===== config.mk =====
export PLATFORM = sky130hd
export DESIGN_NAME = seg7_frame_reader_flat
export DESIGN_NICKNAME = d
export VERILOG_FILES = /design/src/rtl/seg7_frame_reader_if.sv /design/src/rtl/seg7_frame_reader.sv /design/src/flat_wrapper.sv
export SDC_FILE = /design/constraint.sdc
export NUM_CORES = 1
export LEC_CHECK = 0
export CORE_UTILIZATION = 39
export CTS_CLUSTER_DIAMETER = 60
export DETAILED_ROUTE_END_ITERATION = 10
export SLEW_MARGIN = 20
export SYNTH_ARGS = -nofsm -noshare
export SYNTH_HDL_FRONTEND = slang
export SYNTH_SLANG_ARGS = --single-unit

===== constraint.sdc =====
create_clock -name clk -period 2.64 [get_ports clk]
set_clock_uncertainty 0.15 [all_clocks]
set_input_delay 0.396 -clock clk [delete_from_list [all_inputs] [get_ports clk]]
set_output_delay 0.396 -clock clk [all_outputs]
set_load 0.1 [all_outputs]

===== src/rtl/seg7_frame_reader_if.sv =====
// Display-bus sampling inputs and frame handshake outputs of seg7_frame_reader.
interface seg7_frame_reader_if #(
   parameter int NUM_DIGITS = 4
);
   logic [6:0]              seg_in;
   logic [NUM_DIGITS-1:0]   dig_sel;
   logic                    sample_en;
   logic [4*NUM_DIGITS-1:0] bcd_out;
   logic [NUM_DIGITS-1:0]   digit_err;
   logic                    frame_valid;
   logic                    frame_ready;
   logic                    sel_err;

   modport master (
      output seg_in, dig_sel, sample_en, frame_ready,
      input  bcd_out, digit_err, frame_valid, sel_err
   );

   modport slave (
      input  seg_in, dig_sel, sample_en, frame_ready,
      output bcd_out, digit_err, frame_valid, sel_err
   );
endinterface


===== src/rtl/seg7_frame_reader.sv =====
// Reconstructs the BCD value shown on a multiplexed seven-segment bus and
// offers each stable, changed frame through a valid/ready handshake.
module seg7_frame_reader #(
   parameter int NUM_DIGITS = 4,
   parameter int STABLE_CNT = 3
) (
   input  logic               clk,
   input  logic               rst_n,
   seg7_frame_reader_if.slave bus
);
   localparam logic [3:0] STABLE_LIM = 4'(STABLE_CNT);

   typedef enum logic [0:0] {ST_ACQ = 1'b0, ST_OFFER = 1'b1} state_t;

   // Returns {err, code}; unknown patterns give code F with err set.
   function automatic logic [4:0] seg_decode(input logic [6:0] seg);
      logic [4:0] r;
      case (seg)
         7'h7E:   r = {1'b0, 4'h0};
         7'h30:   r = {1'b0, 4'h1};
         7'h6D:   r = {1'b0, 4'h2};
         7'h79:   r = {1'b0, 4'h3};
         7'h33:   r = {1'b0, 4'h4};
         7'h5B:   r = {1'b0, 4'h5};
         7'h5F:   r = {1'b0, 4'h6};
         7'h70:   r = {1'b0, 4'h7};
         7'h7F:   r = {1'b0, 4'h8};
         7'h7B:   r = {1'b0, 4'h9};
         default: r = {1'b1, 4'hF};
      endcase
      return r;
   endfunction

   function automatic logic is_onehot(input logic [NUM_DIGITS-1:0] v);
      logic seen;
      logic multi;
      seen  = 1'b0;
      multi = 1'b0;
      for (int i = 0; i < NUM_DIGITS; i++) begin
         if (v[i]) begin
            multi = multi | seen;
            seen  = 1'b1;
         end else begin
            multi = multi;
         end
      end
      return seen & ~multi;
   endfunction

   logic [NUM_DIGITS-1:0][3:0] code_q, code_d;
   logic [NUM_DIGITS-1:0][3:0] cnt_q, cnt_d;
   logic [NUM_DIGITS-1:0]      err_q, err_d;
   logic [NUM_DIGITS-1:0]      lock_q, lock_d;
   logic [4*NUM_DIGITS-1:0]    bcd_q, bcd_d;
   logic [NUM_DIGITS-1:0]      derr_q, derr_d;
   logic [5*NUM_DIGITS-1:0]    last_q, last_d;
   logic                       first_q, first_d;
   logic                       sel_err_q, sel_err_d;
   state_t                     state_q, state_d;

   logic [4:0]                 dec_s;
   logic                       sel_ok_s;
   logic                       accept_s;
   logic                       all_locked_s;
   logic [5*NUM_DIGITS-1:0]    snap_s;

   assign dec_s        = seg_decode(bus.seg_in);
   assign sel_ok_s     = is_onehot(bus.dig_sel);
   assign accept_s     = bus.sample_en & sel_ok_s;
   assign all_locked_s = &lock_q;
   assign snap_s       = {code_q, err_q};

   // Per-digit stability tracking; a changed pattern restarts the count at 1.
   always_comb begin
      code_d    = code_q;
      err_d     = err_q;
      cnt_d     = cnt_q;
      lock_d    = lock_q;
      sel_err_d = bus.sample_en & ~sel_ok_s;
      for (int i = 0; i < NUM_DIGITS; i++) begin
         if (accept_s && bus.dig_sel[i]) begin
            if ((dec_s[3:0] == code_q[i]) && (dec_s[4] == err_q[i])) begin
               if (cnt_q[i] < STABLE_LIM) begin
                  cnt_d[i] = cnt_q[i] + 4'd1;
               end else begin
                  cnt_d[i] = cnt_q[i];
               end
            end else begin
               code_d[i] = dec_s[3:0];
               err_d[i]  = dec_s[4];
               cnt_d[i]  = 4'd1;
            end
         end else begin
            cnt_d[i] = cnt_q[i];
         end
         lock_d[i] = (cnt_d[i] == STABLE_LIM);
      end
   end

   // Frame offer FSM: the snapshot is frozen on entry to OFFER until accepted.
   always_comb begin
      state_d = state_q;
      bcd_d   = bcd_q;
      derr_d  = derr_q;
      last_d  = last_q;
      first_d = first_q;
      case (state_q)
         ST_ACQ: begin
            if (all_locked_s && (first_q || (snap_s != last_q))) begin
               state_d = ST_OFFER;
               bcd_d   = code_q;
               derr_d  = err_q;
            end else begin
               state_d = ST_ACQ;
            end
         end
         ST_OFFER: begin
            if (bus.frame_ready) begin
               state_d = ST_ACQ;
               last_d  = {bcd_q, derr_q};
               first_d = 1'b0;
            end else begin
               state_d = ST_OFFER;
            end
         end
         default: begin
            state_d = ST_ACQ;
         end
      endcase
   end

   // State registers.
   always_ff @(posedge clk or negedge rst_n) begin
      if (!rst_n) begin
         code_q    <= {NUM_DIGITS{4'h0}};
         cnt_q     <= {NUM_DIGITS{4'h0}};
         err_q     <= {NUM_DIGITS{1'b0}};
         lock_q    <= {NUM_DIGITS{1'b0}};
         bcd_q     <= {(4*NUM_DIGITS){1'b0}};
         derr_q    <= {NUM_DIGITS{1'b0}};
         last_q    <= {(5*NUM_DIGITS){1'b0}};
         first_q   <= 1'b1;
         sel_err_q <= 1'b0;
         state_q   <= ST_ACQ;
      end else begin
         code_q    <= code_d;
         cnt_q     <= cnt_d;
         err_q     <= err_d;
         lock_q    <= lock_d;
         bcd_q     <= bcd_d;
         derr_q    <= derr_d;
         last_q    <= last_d;
         first_q   <= first_d;
         sel_err_q <= sel_err_d;
         state_q   <= state_d;
      end
   end

   assign bus.bcd_out     = bcd_q;
   assign bus.digit_err   = derr_q;
   assign bus.frame_valid = (state_q == ST_OFFER);
   assign bus.sel_err     = sel_err_q;
endmodule


===== src/flat_wrapper.sv =====
// flat-port wrapper written by rule: the top's interface ports become plain ports
module seg7_frame_reader_flat 
#(
   parameter int NUM_DIGITS = 4,
   parameter int STABLE_CNT = 3
)
  (clk, rst_n, bus_seg_in, bus_dig_sel, bus_sample_en, bus_frame_ready, bus_bcd_out, bus_digit_err, bus_frame_valid, bus_sel_err);
  seg7_frame_reader_if #(.NUM_DIGITS(NUM_DIGITS)) bus_i ();
  input  logic clk;
  input  logic rst_n;
  input wire logic [$bits(bus_i.seg_in)-1:0] bus_seg_in;
  input wire logic [$bits(bus_i.dig_sel)-1:0] bus_dig_sel;
  input wire logic [$bits(bus_i.sample_en)-1:0] bus_sample_en;
  input wire logic [$bits(bus_i.frame_ready)-1:0] bus_frame_ready;
  output wire logic [$bits(bus_i.bcd_out)-1:0] bus_bcd_out;
  output wire logic [$bits(bus_i.digit_err)-1:0] bus_digit_err;
  output wire logic [$bits(bus_i.frame_valid)-1:0] bus_frame_valid;
  output wire logic [$bits(bus_i.sel_err)-1:0] bus_sel_err;
  assign bus_i.seg_in = bus_seg_in;
  assign bus_i.dig_sel = bus_dig_sel;
  assign bus_i.sample_en = bus_sample_en;
  assign bus_i.frame_ready = bus_frame_ready;
  assign bus_bcd_out = bus_i.bcd_out;
  assign bus_digit_err = bus_i.digit_err;
  assign bus_frame_valid = bus_i.frame_valid;
  assign bus_sel_err = bus_i.sel_err;
  seg7_frame_reader #(.NUM_DIGITS(NUM_DIGITS), .STABLE_CNT(STABLE_CNT)) u_core (.clk(clk), .rst_n(rst_n), .bus(bus_i));
endmodule

Word-level counts from Yosys, hierarchy flattened:

Index checks and enable logic that the tools add are counted.
Widths: inputs -> output; s select.

* output and inout port bits: 22
* bits of input ports: 15
* bits in registers: 83
* logic and storage cells: 102

* eq/ne operators: 23
* bitwise gates (word level): 12
* add/sub/neg operators: 4
* reductions and logical operators: 17
* $lt $le $gt $ge: 4
* muxes and demuxes: 23

Operator list (number)
* $eq 7x7->1 const B: 8
* $pmux 5 s10: 1
* $mux 4: 12
* $ne 20x20->1: 1
* $add 4x1->4 const B: 4
* $eq 4x2->1 const B: 4
* $eq 4x4->1: 4
* $lt 4x2->1 const B: 4
* $eq 7x6->1 const B: 2
* $reduce_and 2->1: 6
* $logic_and 1x1->1: 9
* $mux 1: 9
* $not 1->1: 7
* $eq 1x1->1: 4
* $reduce_and 4->1: 1
* $and 1x1->1: 3
* $or 1x1->1: 2
* $pmux 1 s2: 1
* $logic_or 1x1->1: 1

Depth between registers and ports, before layout:

* depth after elaboration: 12
* gate-level depth with buffers: 9
* depth with buffers taken out: 7

Worst setup path after synthesis:

Ideal clock, no wire load.

* path kind: input to register
* start point: input bus_seg_in[3]
* end point: register u_core.code_q[10] in the netlist's numbering
* setup time: 0.128 ns
* stages: 9
* arrival time: 2.360 ns
* setup slack: 0.002 ns
* buffers on the path: 2
* required time: 2.362 ns
* cell sequence: buf_6 -> nor4b_2 -> o2111ai_2 -> and2_1 -> buf_2 -> a211o_1 -> o41ai_2 -> a21o_2 -> mux2_1

* cells in the longest elaborated chain, start to end: 6
* elaborated cells between the ends (all ways): 16
* those cells by class: eq/ne: 12; mux: 1; bitwise: 1; reduce/logical: 2

RTL lines
* start: declaration: line flat_wrapper.sv:11 `input wire logic [$bits(bus_i.seg_in)-1:0] bus_seg_in;`
* $eq 7x7->1 / $eq 7x6->1 (equally long branches): line seg7_frame_reader.sv:18 `case (seg)`
* $pmux 5 s10 *: line seg7_frame_reader.sv:18
* $eq 4x4->1 / $eq 1x1->1 (equally long branches): line seg7_frame_reader.sv:82 `if ((dec_s[3:0] == code_q[i]) && (dec_s[4] == err_q[i])) begin`
* $logic_and 1x1->1: line seg7_frame_reader.sv:82
* $not 1->1 (no source line)
* $reduce_and 2->1 (no source line)
* end signal: assignment: line seg7_frame_reader.sv:135 `code_q <= {NUM_DIGITS{4'h0}};`
* end signal: assignment: line seg7_frame_reader.sv:146 `code_q <= code_d;`
* end: declaration: line seg7_frame_reader.sv:50 `logic [NUM_DIGITS-1:0][3:0] code_q, code_d;`

Mark *: on every way between the ends. The rest lies on a longest branch, timed or not.
A chain may end at the register's enable or synchronous reset.

Worst setup path after layout:

* start point: input bus_seg_in[6]
* end point: register u_core.code_q[12] in the netlist's numbering

Same word-level chain as after synthesis.

==> impl_metrics.tcl <==
set metrics [dict create \
    grt.overflow.total 0 \
    fmax_mhz 393 \
    post_drt_via_cell_ratio 5.25 \
    coreArea_um2 10400 \
    netlist_top_cells_count "dfrtp_1, mux2_2, nand2_1, xor2_1, o21ai_0" \
    critPathKind "in2reg" \
    crit_path_end_kind "flop" \
    status "finished, violations left" \
    clkTransAtPathRegs_ns 0.08 \
    p_per_area_nw_per_um2 636 \
    finalMaxSlewViolations 0 \
    synth_area_leaders "dfrtp_1, mux2_2, xor2_1" \
    grt_pass1_wl_um 15700 \
    max_slew_margin 0.438 \
    irDropWorstVdd_mv 0.319 \
    grt_pass1_vias 3082 \
    cts_htree_levels 3 \
    reg2reg_depth 7 \
    synth_warnings 0 \
    whs_ns -0.00830 \
    rr_startpoint "u_core.err_q[0]" \
    ys_seq_elements 83 \
    async_flop_share 1.00 \
    die_h_um 106 \
    synth_edf_count 0 \
    ys_seq_area_frac 0.493 \
    grt_max_degree 68 \
    initial_core_util 0.404 \
    cp-start-kind "input port" \
    netlist_area_um2 4210 \
    hold_viol 17 \
    drtIter0Drc 134 \
    netlist_instances 359 \
    violations "negative hold slack" \
    setup_ws_ns 0.0960 \
    cts_tree "done" \
    drv_cap 0 \
    avgSynthCellArea_um2 11.7 \
    antenna_found_initial 0 \
    antenna_left 0 \
    synth.distinct_cells 65 \
    arrival_ns 2.64 \
    vias 3102 \
    cts_root_buf "clkbuf_8" \
    syn_to_final_growth_pct 27.7 \
    final_nets 469 \
    min_period_ns 2.54 \
    r2r-end "u_core.bus.digit_err[3]" \
    cts_sinks 83 \
    clk_latency_ns 0.37 \
    cp_data_required_time_ns 2.74 \
    synth_nets 378 \
    diodes 0 \
    std_cell_rows 37 \
    clock_path_buffers 2 \
    grt.total_usage 0.182 \
    dpl_worst_slack_ns -0.585 \
    synth_top_cell_area_share 0.487 \
    synth_ff_type "dfrtp_1" \
    place.gp.congestion 0.849 \
    dieArea_um2 11200 \
    crit_fanout 8 \
    die_w_um 106 \
    fin_tns_setup_ns 0 \
    synth_top_area_cell "dfrtp_1" \
    power_leakage_uw 0.00256 \
    drc 0 \
    hpwl_um 7030 \
    io_buffers 36 \
    reg2reg_slack_ns 0.27 \
    drt-pass1-iter-count 4 \
    synth.most_common_cell "dfrtp_1" \
    setup_viol 0 \
    finalCritPeriodShare 0.964 \
    drt_wl_total_um 9470 \
    avgRoutedWirePerCell_um 16.0 \
    ioPinCount 37 \
    hold_class "in2async" \
    numCtsBuffers 9 \
    drive_gt1_frac 0.378 \
    worst_pin_slew_ns 0.843 \
    postCtsHoldBufs 0 \
]
layout make-up:
type	instances	area [um^2]
Fill cell	935	5040
Multi-Input combinational cell	251	2120
Sequential cell	83	2080
Timing Repair Buffer	95	781
Tap cell	136	170
Clock buffer	12	145
Clock inverter	4	50.0
Inverter	10	37.5
worst max-delay path by stage:
stage	startpoint	to	slack [ns]	depth (start not counted)
floorplan	bus_seg_in[3]	u_core.code_q[10]	0.002	9
global placement	bus_seg_in[3]	u_core.code_q[6]	-0.51	8
detailed placement	bus_seg_in[3]	u_core.err_q[1]	-0.59	8
CTS	bus_seg_in[2]	u_core.err_q[1]	-0.007	9
global route	bus_seg_in[4]	u_core.err_q[0]	-0.02	9
finish	bus_seg_in[6]	u_core.code_q[12]	0.1	8
power by group:
part	internal [uW]	switching, uW
combinational	392	510
sequential	1440	166
clock	462	453
total	2290	1130
worst max-delay path: stages:
cell	delay (ns)
dlygate4sd2_1	0.35
and3b_2	0.25
o2111ai_2	0.29
and2_4	0.26
nor3b_1	0.06
a311o_1	0.35
a31oi_4	0.36
mux2_4	0.33
placed cells by master (no fill, tap or decap), types with 6 or more instances in the layout:
cell	Yosys	final
dfrtp_1	82	82
buf_4	0	76
mux2_2	39	37
nand2_1	25	23
xor2_1	23	23
o21ai_0	18	18
and2_1	14	13
nor2_1	12	12
inv_1	10	10
clkbuf_8	0	10
xnor2_1	8	8
nor3b_1	7	7
nor3_1	8	7
clkdlybuf4s50_1	0	6
registers in the layout (all words and copies together) (netlist names):
register	flops
u_core.bus.bcd_out	16
u_core.bus.frame_valid	1
u_core.last_q	20
u_core.bus.sel_err	1
u_core.first_q	1
u_core.bus.digit_err	4
u_core.err_q	4
u_core.lock_q	4
u_core.cnt_q	16
u_core.code_q	16
stage by stage:
step | hold slack (ns) | utilization | power (uW) | instance area, um^2 | cells
floorplan | -0.0496 | - | 2200 | 4210 | 359
global placement | 0.285 | 0.484 | 2480 | 5040 | 572
detailed placement | 0.300 | 0.484 | 2510 | 5040 | 572
CTS | 0.0141 | 0.508 | 3430 | 5290 | 589
global route | 0.0571 | 0.516 | 3610 | 5380 | 591
finish | -0.00830 | 0.516 | 3420 | 5380 | 591
cells by family after synthesis:
family          Yosys count  share of synthesized area
simple gates            108                      0.152
fa+ha+maj                 4                     0.0119
mux                      48                      0.129
flops                    83                      0.493
xor+xnor                 31                     0.0644
compound gates           60                      0.121
buf+inv                  25                     0.0282
layer usage:
layer  part of all wire  vias up  track usage
li1                   -     1483            -
met4              0.019        0       0.0724
met3              0.033       14       0.0374
met5                  0        -            0
met1               0.49     1544        0.251
met2               0.45       61        0.281
what timing repair did:
| action | CTS | global route |
|---|---|---|
| setup endpoints to repair | 32 | 27 |
| resized for setup | 15 | 16 |
| setup buffers | 1 | 2 |
| pin swaps | 7 | 18 |
No activity file was read; power rests on OpenSTA's default activity.
